### src/rtl/rca_result_writeback.sv
// Writeback side of the RCA: pairs grid results with the oldest in-flight instruction ID,
// drops intermediate feedback iterations and presents the final result to writeback.
module rca_result_writeback #(
    parameter int unsigned XLEN       = 32,
    parameter int unsigned ID_WIDTH   = 3,
    parameter int unsigned ITER_WIDTH = 16
) (
    input  logic                  clk,
    input  logic                  rst,
    input  logic                  fifo_populated,
    input  logic [ID_WIDTH-1:0]   wb_id,
    input  logic                  wb_fb_instr,
    input  logic                  clear_fifos,
    input  logic                  result_valid,
    input  logic [XLEN-1:0]       result_data,
    input  logic                  result_last,
    output logic                  result_pop,
    output logic                  wb_done,
    output logic [XLEN-1:0]       wb_rd,
    output logic [ID_WIDTH-1:0]   wb_id_out,
    input  logic                  wb_ack,
    output logic                  wb_committing,
    output logic [ITER_WIDTH-1:0] fb_iter_count,
    output logic                  protocol_err
);

    localparam logic [ITER_WIDTH-1:0] ITER_MAX = '1;

    typedef enum logic [1:0] {
        IDLE        = 2'd0,
        WAIT_RESULT = 2'd1,
        PRESENT     = 2'd2
    } state_e;

    state_e                state_q, state_d;
    logic [ID_WIDTH-1:0]   id_q, id_d;
    logic                  fb_q, fb_d;
    logic                  wb_done_q, wb_done_d;
    logic [XLEN-1:0]       wb_rd_q, wb_rd_d;
    logic [ID_WIDTH-1:0]   wb_id_q, wb_id_d;
    logic [ITER_WIDTH-1:0] iter_q, iter_d;
    logic                  err_q, err_d;

    // Next-state and combinational handshake outputs; rst suppresses every pulse.
    always_comb begin
        state_d       = state_q;
        id_d          = id_q;
        fb_d          = fb_q;
        wb_done_d     = wb_done_q;
        wb_rd_d       = wb_rd_q;
        wb_id_d       = wb_id_q;
        iter_d        = iter_q;
        err_d         = err_q;
        result_pop    = 1'b0;
        wb_committing = 1'b0;

        if (!rst) begin
            case (state_q)
                IDLE: begin
                    if (fifo_populated) begin
                        state_d = WAIT_RESULT;
                        id_d    = wb_id;
                        fb_d    = wb_fb_instr;
                        iter_d  = '0;
                    end
                end
                WAIT_RESULT: begin
                    result_pop = result_valid;
                    if (clear_fifos) begin
                        err_d     = 1'b1;
                        wb_done_d = 1'b0;
                        state_d   = IDLE;
                    end else if (result_valid) begin
                        if (fb_q && !result_last) begin
                            if (iter_q != ITER_MAX) begin
                                iter_d = iter_q + ITER_WIDTH'(1);
                            end
                        end else begin
                            wb_rd_d   = result_data;
                            wb_id_d   = id_q;
                            wb_done_d = 1'b1;
                            state_d   = PRESENT;
                        end
                    end
                end
                PRESENT: begin
                    // A concurrent clear abandons the instruction even if acked.
                    if (clear_fifos) begin
                        err_d     = 1'b1;
                        wb_done_d = 1'b0;
                        state_d   = IDLE;
                    end else if (wb_ack) begin
                        wb_committing = 1'b1;
                        wb_done_d     = 1'b0;
                        state_d       = IDLE;
                    end
                end
                default: begin
                    wb_done_d = 1'b0;
                    state_d   = IDLE;
                end
            endcase
        end
    end

    // State and output registers with synchronous reset.
    always_ff @(posedge clk) begin
        if (rst) begin
            state_q   <= IDLE;
            id_q      <= '0;
            fb_q      <= 1'b0;
            wb_done_q <= 1'b0;
            wb_rd_q   <= '0;
            wb_id_q   <= '0;
            iter_q    <= '0;
            err_q     <= 1'b0;
        end else begin
            state_q   <= state_d;
            id_q      <= id_d;
            fb_q      <= fb_d;
            wb_done_q <= wb_done_d;
            wb_rd_q   <= wb_rd_d;
            wb_id_q   <= wb_id_d;
            iter_q    <= iter_d;
            err_q     <= err_d;
        end
    end

    assign wb_done       = wb_done_q;
    assign wb_rd         = wb_rd_q;
    assign wb_id_out     = wb_id_q;
    assign fb_iter_count = iter_q;
    assign protocol_err  = err_q;

endmodule

### config.mk
export PLATFORM = sky130hd
export DESIGN_NAME = rca_result_writeback
export DESIGN_NICKNAME = d
export VERILOG_FILES = /design/src/rtl/rca_result_writeback.sv
export SDC_FILE = /design/constraint.sdc
export NUM_CORES = 1
export LEC_CHECK = 0
export BUFFER_PORTS_ARGS = -buffer_cell sky130_fd_sc_hd__buf_2
export CORE_MARGIN = 4
export CORE_UTILIZATION = 43
export DETAILED_ROUTE_END_ITERATION = 16
export GPL_TIMING_DRIVEN = 0
export PLACE_DENSITY = 0.73
export SLEW_MARGIN = 20
export SYNTH_ARGS = -nofsm -noshare
export SYNTH_HDL_FRONTEND = slang
export SYNTH_SLANG_ARGS = --single-unit
### constraint.sdc
create_clock -name clk -period 1.8 [get_ports clk]
set_input_delay 0.09 -clock clk [delete_from_list [all_inputs] [get_ports clk]]
set_output_delay 0.09 -clock clk [all_outputs]
set_load 0.05 [all_outputs]
==> results.yml, run 1 <==
status:
  outcome: "finished, violations left"
  violations: "setup timing"
setup_path:
  cpMostUsedCell: "buf_6"
  path_buf_inv: 2
  crit_path_max_incr_delay_ps: 340
  crit_required_ps: 2010
  worstPathCellList: "buf_6, ha_4, and4_1, nand4_1, buf_6, o211ai_1, xor2_1, nor2_1"
  path_class: "flop to flop"
  cpMaxStageDelayCell: "dfxtp_2"
  critPathArrivalTime_ps: 2140
  cp_max_fo: 6
  start_kind: "flop"
  cp-end-kind: "flop"
  cpLargestDelayFamily: "simple AND/OR/NAND/NOR gates"
synthesis:
  synth_area_per_cell_sq_um: 8.30
  synth_edf_count: 0
  synth_compound_area_frac: 0.143
  ys_ff_latch: 59
  synth-async-reset-ratio: 0
  syn_area_sq_um: 2490
  synth-seq-area-share: 0.474
  ys_types: 43
  synthMuxAreaShare: 0.0136
  synth_xor_area_frac: 0.0457
  synth_top_area_cell: "dfxtp_1"
  synthSimpleGateAreaFrac: 0.268
  yosys.area_share.adder: 0.0201
  yosys-top-cells-area: "dfxtp_1, nand2_1, a21oi_1, xor2_1, nor2_1"
  synthDominantCellAreaShare: 0.474
  syn_inst: 300
  synth_top_family_by_area: "simple AND/OR/NAND/NOR gates"
  syn-num-nets: 347
  ys_warn_count: 0
  synth_ff_type: "dfxtp_1"
timing:
  clock.fmax_mhz: 519
  period_needed_ps: 1930
  rsz0062_at_grt: "true"
  hold_violations: 0
  worst_slew_pin_slew_ps: 539
  setup_violations: 12
  fin_tns_setup_ps: -499
  fin_ws_ps: -126
  timing.hold.ws_ps: 12.6
  max_slew_margin: 0.641
  finClkSkew_ps: 6.75
  finalMaxSlewViolations: 0
  period_share: 1.07
grt:
  track_usage: 0.218
  grt_pass1_wl_um: 12600
  antenna_found_initial: 0
  grt_max_degree: 11
  grt_pass1_vias: 2699
  gr-total-overflow: 0
drt:
  vias: 2644
  drt_iter0_markers: 98
  drc_errors: 0
  wl_per_cell_um: 14.6
  drtAntennaViolNets: 0
  wl_um: 7700
  viasPerCell: 5.01
  firstDrtPassIters: 4
clock_tree:
  clock_sinks: 59
  path_clk_slew_ps: 70
  htree_levels: 3
  cts.path.max_buffers: 2
  cts_tree: "built"
  cts_buffers: 9
  clkLatencyLatePin_ps: 330
  ctsRootBufferMaster: "clkbuf_8"
power:
  peakVddDrop_mv: 0.516
  power_density_nw_per_um2: 761
  p_total_mw: 2.88
  p_leak_nw: 1.61
finish:
  multiInputGateArea_sq_um: 1320
  fill_cells: 478
  final_nets: 499
  final_cell_area_sq_um: 3780
  diodes: 0
  area_delta_synth_final_pct: 51.8
  final-seq-area_sq_um: 1190
  drive_gt1_frac: 0.366
flow_run:
  max_cap_viol_count: 0
floorplanning:
  io-pin-count: 98
  dieArea_sq_um: 7080
  core_area_sq_um: 5570
  die_width_um: 84.1
  initial_core_util: 0.447
  rows: 27
  die_y_um: 84.1
placed_design:
  dpl.hpwl_um: 4780
  gp_congestion: 0.838
  dp_slack_ps: -362
  place_area_sq_um: 3080
  portBuffers: 96
worst_hold_path:
  worstHoldPathType: "input port to flop"
-- Yosys cell counts (all sizes together) (2+ instances only) --
library cell	n
nand4	4
ha	4
xor2	10
and3	3
o2111ai	4
mux2i	3
buf	3
nand4b	2
o21ai	3
nand2	83
nand2b	4
nor2	18
inv	5
xnor2	3
nor4bb	2
and2	2
nor2b	2
and4	3
a21oi	44
dfxtp	59
clkbuf	14
nand4bb	2
nand3	9
o211ai	2
-- timing repair --
action | in CTS | in global routing
hold endpoints to repair | 28 | 1
hold buffers | 28 | 1
pin swaps | 6 | 17
setup endpoints to repair | 55 | 46
buffers inserted | 13 | 3
resized for setup | 20 | 19
gates cloned | 1 | 0
-- power breakdown --
| group | leakage, nW | switching [mW] | internal [mW] |
|---|---|---|---|
| Sequential | 0.481 | 0.0247 | 1.34 |
| Clock | 0.0839 | 0.525 | 0.521 |
| Combinational | 1.05 | 0.270 | 0.193 |
-- kinds of logic (layout without fill, tap and decap cells) --
kind of cell	Yosys count	after routing
AND/OR/NAND/NOR	140	140
AO/OA/AOI/OAI	59	59
flip-flops	59	59
buffers and inverters	22	178
XOR/XNOR	13	13
adder cells (fa/ha/maj)	4	4
multiplexers	3	3
-- worst register-to-register path, delay by kind of cell, from the launching register on --
family          cells  cell delay, ps
simple gates        3             530
flops               1             340
buf+inv             2             320
compound gates      1             260
xor+xnor            1             200
fa+ha+maj           1             170
-- cell type report --
| type | instances | share of cell area |
|---|---|---|
| Tap cell | 72 | 0.0238 |
| Multi-Input combinational cell | 219 | 0.349 |
| Clock inverter | 5 | 0.00794 |
| Inverter | 5 | 0.00496 |
| Buffer | 16 | 0.0228 |
| Sequential cell | 59 | 0.315 |
| Timing Repair Buffer | 142 | 0.240 |
| Clock buffer | 10 | 0.0364 |
-- worst paths after layout --
check | end | depth (start not counted) | from | slack (ps)
worst max register to register | fb_iter_count[5] | 8 | state_q[0] | -130
worst max-delay path | fb_iter_count[5] | 8 | state_q[0] | -130
worst min-delay path | wb_rd[1] | 3 | result_data[1] | 10
worst min register to register | wb_rd[9] | 2 | wb_rd[9] | 450
-- registers in the layout (all words and copies together) (netlist names) --
register	flops
fb_iter_count	16
fb_q	1
id_q	3
protocol_err	1
state_q	2
wb_done	1
wb_id_out	3
wb_rd	32
-- per-layer routing --
layer / part of all wire / track usage / vias up
met3: 0.067 / 0.0691 / 17
met1: 0.40 / 0.262 / 1212
met4: 0.026 / 0.0950 / 0
li1: - / - / 1319
met5: 0 / 0 / -
met2: 0.50 / 0.359 / 96
-- per-stage QoR --
step | util | instances
after global placement | 0.552 | 468
after detailed placement | 0.552 | 468
after CTS | 0.662 | 525
final | 0.678 | 528
after global routing | 0.678 | 528
after floorplan | - | 300
-- cell usage in the layout (no fill, tap or decap), types with 2 or more instances in the layout --
| cell type | instances |
|---|---|
| buf_2 | 96 |
| o21ai_1 | 2 |
| a21oi_2 | 2 |
| xnor2_1 | 2 |
| nor2_1 | 18 |
| nand3_2 | 3 |
| mux2i_1 | 2 |
| nand3_1 | 6 |
| and4_1 | 3 |
| xor2_1 | 10 |
| nand2_1 | 83 |
| and2_1 | 2 |
| inv_1 | 3 |
| o211ai_1 | 2 |
| nand4b_1 | 2 |
| and3_1 | 2 |
| dfxtp_1 | 51 |
| ha_4 | 3 |
| buf_6 | 4 |
| clkinvlp_4 | 2 |
| clkbuf_2 | 9 |
| dlygate4sd3_1 | 29 |
| nand4_1 | 4 |
| clkbuf_1 | 4 |
| o2111ai_1 | 4 |
| inv_2 | 2 |
| buf_4 | 15 |
| dfxtp_2 | 8 |
| nand2b_1 | 4 |
| clkinv_2 | 3 |
| a21oi_1 | 42 |
| clkbuf_8 | 10 |
| nor2b_1 | 2 |
Note: power is estimated with default switching activity, not from simulation.
==> run 2, diff against run 1 <==
--- a/config.mk
+++ b/config.mk
@@ -8,9 +8,11 @@
 export BUFFER_PORTS_ARGS = -buffer_cell sky130_fd_sc_hd__buf_2
 export CORE_MARGIN = 4
 export CORE_UTILIZATION = 43
+export CTS_CLUSTER_SIZE = 10
 export DETAILED_ROUTE_END_ITERATION = 16
 export GPL_TIMING_DRIVEN = 0
 export PLACE_DENSITY = 0.73
+export REMOVE_ABC_BUFFERS = 1
 export SLEW_MARGIN = 20
 export SYNTH_ARGS = -nofsm -noshare
 export SYNTH_HDL_FRONTEND = slang
==> results.yml, run 2 (synthesis results as in run 1) <==
status:
  outcome: "completed"
placed_design:
  portBuffers: 97
  dp_slack_ps: -746
  gp_congestion: 0.793
  dpl.hpwl_um: 4290
floorplanning:
  dieArea_sq_um: 7080
  io-pin-count: 98
  rows: 27
  initial_core_util: 0.447
  core_area_sq_um: 5570
  die_y_um: 84.1
  die_width_um: 84.1
setup_path:
  start_kind: "flop"
  r2r_setup_slack_ps: 50
  path_class: "flop to flop"
  worstPathCellList: "inv_2, ha_4, and4_1, nand4_1, buf_6, o21ai_2, or3_1, a21oi_2"
  critPathLaunch: "state_q[1]"
  crit_required_ps: 2060
  cp_max_fo: 10
  worstReg2RegEnd: "fb_iter_count[2]"
  critPathArrivalTime_ps: 2000
  worstSetupEndpoint: "fb_iter_count[2]"
  cp-end-kind: "flop"
  r2r-start: "state_q[1]"
  rr_worst_depth: 8
  crit_path_max_incr_delay_ps: 380
  cpMaxStageDelayCell: "or3_1"
power:
  p_leak_nw: 1.55
  peakVddDrop_mv: 0.403
  seq_power_share: 0.481
  p_sw_frac: 0.289
  clock_power_share: 0.359
  internal_power_mw: 2.02
  p_sw_uw: 823
  power_density_nw_per_um2: 776
  combPwrFrac: 0.160
timing:
  finalMaxSlewViolations: 0
  period_needed_ps: 1750
  fin_tns_setup_ps: 0
  finClkSkew_ps: 6.95
  period_share: 0.970
  worst_slew_pin_slew_ps: 926
  fin_ws_ps: 54.7
  rsz0062_at_grt: "true"
  hold_violations: 0
  clock.fmax_mhz: 573
  max_slew_margin: 0.382
  setup_violations: 0
clock_tree:
  cts_tree: "built"
  clock_sinks: 59
  cts_buffers: 9
  cts.path.max_buffers: 2
  clkLatencyLatePin_ps: 330
  ctsRootBufferMaster: "clkbuf_8"
  htree_levels: 3
  path_clk_slew_ps: 70
finish:
  fill_cells: 450
  drive_gt1_frac: 0.344
  diodes: 0
  final_common_cell: "buf_2"
  largest_reg_flops: 32
  layout_common_cells: "buf_2, nand2_1, dfxtp_1"
  final_nets: 481
  area_delta_synth_final_pct: 47.1
  fin_util: 0.657
grt:
  grt_max_degree: 52
  grt_pass1_vias: 2324
  grt_pass1_wl_um: 10900
  antenna_found_initial: 0
  track_usage: 0.190
  gr-total-overflow: 0
drt:
  vias: 2551
  wl_per_cell_um: 13.5
  wl_met2_um: 3240
  wl_um: 6900
  drt_iter0_markers: 69
  wl_met3_um: 453
  drc_errors: 0
  drtAntennaViolNets: 0
  viasPerCell: 4.99
  firstDrtPassIters: 4
  dr.max_layer_used: "met4"
  wl_met1_um: 3070
worst_hold_path:
  worstHoldPathType: "input port to flop"
flow_run:
  max_cap_viol_count: 0
-- run 2: cell types whose count changed in the layout (fill, tap and decap cells not counted), moves of 2 or more --
cell | previous run | this run
buf_4 | 15 | 12
dfxtp_1 | 51 | 55
dfxtp_2 | 8 | 4
clkbuf_1 | 4 | 0
dlygate4sd3_1 | 29 | 26
clkbuf_2 | 9 | 0
clkinvlp_4 | 2 | 4
-- run 2: worst min-delay path by stage --
stage	from	end	slack [ps]	cells past startpoint
after detailed placement	result_data[28]	wb_rd[28]	340	3
final	result_data[1]	wb_rd[1]	10	3
after CTS	result_data[1]	wb_rd[1]	1	3
after global placement	result_data[28]	wb_rd[28]	330	3
after global routing	result_data[21]	wb_rd[21]	10	3
after floorplan	rst	fb_iter_count[1]	160	1
-- run 2: what timing repair did --
item,in CTS,in global routing
buffers inserted,8,6
gates cloned,0,1
setup endpoints to repair,52,52
resized for setup,8,17
endpoints found under the hold margin,26,0
pin swaps,2,3
hold buffers,26,0
-- run 2: power groups by stage --
stage               clock [mW]  sequential [mW]  combinational [mW]
finish                    1.02             1.37               0.456
global route              1.12             1.37               0.491
CTS                       1.05             1.36               0.425
detailed placement           0             1.39               0.348
global placement             0             1.39               0.340
floorplan                    0             1.48               0.131
-- run 2: through the flow --
stage / hold WS, ps / instances / cell area [sq um] / power, mW
2_1_floorplan: 159 / 283 / 2420 / 1.61
3_3_place_gp: 330 / 452 / 3000 / 1.73
3_5_place_dp: 336 / 454 / 3020 / 1.74
4_1_cts: 1.05 / 504 / 3560 / 2.84
5_1_grt: 9.74 / 511 / 3660 / 2.98
6_report: 12.2 / 511 / 3660 / 2.84
-- run 2: cell type report --
cell class / count / area (sq um) / area share
Tap cell: 72 / 90.1 / 0.0246
Sequential cell: 59 / 1190 / 0.324
Timing Repair Buffer: 140 / 892 / 0.244
Multi-Input combinational cell: 219 / 1310 / 0.357
Clock buffer: 9 / 124 / 0.0338
Inverter: 5 / 18.8 / 0.00512
Clock inverter: 7 / 45.0 / 0.0123
-- run 2: worst max-delay path: cells and delay by family, from the launching register on --
family	cells	cell delay (ps)
simple gates	3	720
flops	1	340
buf+inv	2	220
compound gates	2	210
fa+ha+maj	1	180
-- run 2: layer usage --
metal	global-route usage	vias to the layer above
met5	0	-
met4	0.0892	0
met3	0.0395	11
met2	0.316	92
met1	0.234	1168
li1	-	1280
==> run 3, diff against run 2 <==
--- a/config.mk
+++ b/config.mk
@@ -7,11 +7,12 @@
 export LEC_CHECK = 0
 export BUFFER_PORTS_ARGS = -buffer_cell sky130_fd_sc_hd__buf_2
 export CORE_MARGIN = 4
-export CORE_UTILIZATION = 43
+export CORE_UTILIZATION = 45
+export CTS_BUF_LIST = sky130_fd_sc_hd__clkbuf_8
 export CTS_CLUSTER_SIZE = 10
 export DETAILED_ROUTE_END_ITERATION = 16
 export GPL_TIMING_DRIVEN = 0
-export PLACE_DENSITY = 0.73
+export PLACE_DENSITY = 0.76
 export REMOVE_ABC_BUFFERS = 1
 export SLEW_MARGIN = 20
 export SYNTH_ARGS = -nofsm -noshare
==> results.yml, run 3 (synthesis results as in run 1) <==
finish:
  final_cell_area_sq_um: 3600
  area_delta_synth_final_pct: 44.4
  largest_reg_flops: 32
  fin_util: 0.687
  layout_common_cells: "buf_2, nand2_1, dfxtp_1"
  final_nets: 473
  diodes: 0
  drive_gt1_frac: 0.342
  final_common_cell: "buf_2"
grt:
  gr-total-overflow: 0
  grt_pass1_wl_um: 10600
  grt_pass1_vias: 2347
  track_usage: 0.203
  grt_max_degree: 52
  antenna_found_initial: 0
power:
  p_total_mw: 2.98
  peakVddDrop_mv: 0.761
  p_leak_nw: 1.55
  power_density_nw_per_um2: 830
clock_tree:
  cts_buffers: 9
  ctsRootBufferMaster: "clkbuf_8"
  cts.path.max_buffers: 2
  path_clk_slew_ps: 60
  cts_tree: "built"
  clock_sinks: 59
  htree_levels: 3
  clkLatencyLatePin_ps: 330
setup_path:
  path_class: "flop to flop"
  r2r_setup_slack_ps: 40
  cp_max_fo: 5
  rr_worst_depth: 8
  cp-end-kind: "flop"
  start_kind: "flop"
  worstReg2RegEnd: "fb_iter_count[11]"
  r2r-start: "state_q[1]"
  crit_required_ps: 2000
  critPathArrivalTime_ps: 1970
timing:
  setup_violations: 0
  finalMaxSlewViolations: 0
  period_needed_ps: 1760
  rsz0062_at_grt: "true"
  finClkSkew_ps: 9.96
  period_share: 0.979
  hold_violations: 0
  clock.fmax_mhz: 567
  max_slew_margin: 0.399
  worst_slew_pin_slew_ps: 901
status:
  outcome: "completed"
drt:
  firstDrtPassIters: 4
  drc_errors: 0
  drt_iter0_markers: 117
  wl_um: 6760
  vias: 2495
  drtAntennaViolNets: 0
  wl_per_cell_um: 13.5
  viasPerCell: 4.99
floorplanning:
  dieArea_sq_um: 6790
  io-pin-count: 98
  die_y_um: 82.4
  die_width_um: 82.4
  core_area_sq_um: 5240
  rows: 26
  initial_core_util: 0.476
worst_hold_path:
  hp-start: "result_data[29]"
  worstHoldPathType: "input port to flop"
  min_to: "wb_rd[29]"
  min_path_cells: 3
placed_design:
  gp_congestion: 0.791
  place_area_sq_um: 3020
  dpl.hpwl_um: 4360
  portBuffers: 97
flow_run:
  max_cap_viol_count: 0
[run 3: critical path, cell delays in order, from the launching register on]
cell and delay, ps:
dfxtp_2 360, inv_4 60, ha_4 180, buf_6 130, a2111oi_4 370, buf_4 200, and3_4 180, xnor2_1 110
nor2_1 50
[run 3: per-layer routing]
metal / wire, um / track usage / part of all wire
met5: 0 / 0 / 0
met4: 103 / 0.101 / 0.015
met3: 509 / 0.0401 / 0.075
met2: 3270 / 0.344 / 0.48
met1: 2880 / 0.242 / 0.43
[run 3: cell type report]
class                      instances  area, sq um
fill                             409         1640
multi-input combinational        219         1300
sequential                        59         1190
timing repair buffer             132          811
clock buffer                      11          151
tap                               70         87.6
clock inverter                     4         42.5
inverter                           5         21.3
[run 3: how the worst max path moves through the flow]
| stage | start | endpoint | slack [ps] | cells after the start |
|---|---|---|---|---|
| floorplan | fb_iter_count[0] | fb_iter_count[0] | -440 | 6 |
| global placement | state_q[1] | wb_rd[22] | -940 | 5 |
| CTS | fb_iter_count[0] | fb_iter_count[2] | 10 | 7 |
| detailed placement | state_q[1] | fb_iter_count[0] | -740 | 7 |
| global route | state_q[1] | fb_iter_count[12] | -60 | 8 |
| finish | state_q[1] | fb_iter_count[11] | 40 | 8 |
[run 3: where the power goes]
| group | internal [mW] | total (mW) | switching [mW] |
|---|---|---|---|
| Sequential | 1.34 | 1.37 | 0.0240 |
| Clock | 0.695 | 1.18 | 0.483 |
| Combinational | 0.179 | 0.439 | 0.261 |
| Total | 2.22 | 2.98 | 0.768 |
[run 3: timing repair]
action	CTS	global route
resized for setup	10	15
buffers inserted	8	5
gates cloned	1	0
pin swaps	3	4
setup endpoints to repair	52	40
endpoints found under the hold margin	19	0
hold buffers	19	0
[run 3: through the flow]
step	hold slack, ps	setup TNS (ps)	cells	worst slack, ps
3_5_place_dp	337	-20120	452	-737
2_1_floorplan	159	-13490	283	-445
5_1_grt	4.23	-212	500	-56.8
3_3_place_gp	331	-41650	450	-939
4_1_cts	0.0436	0	495	13.2
6_report	9.94	0	500	37.0
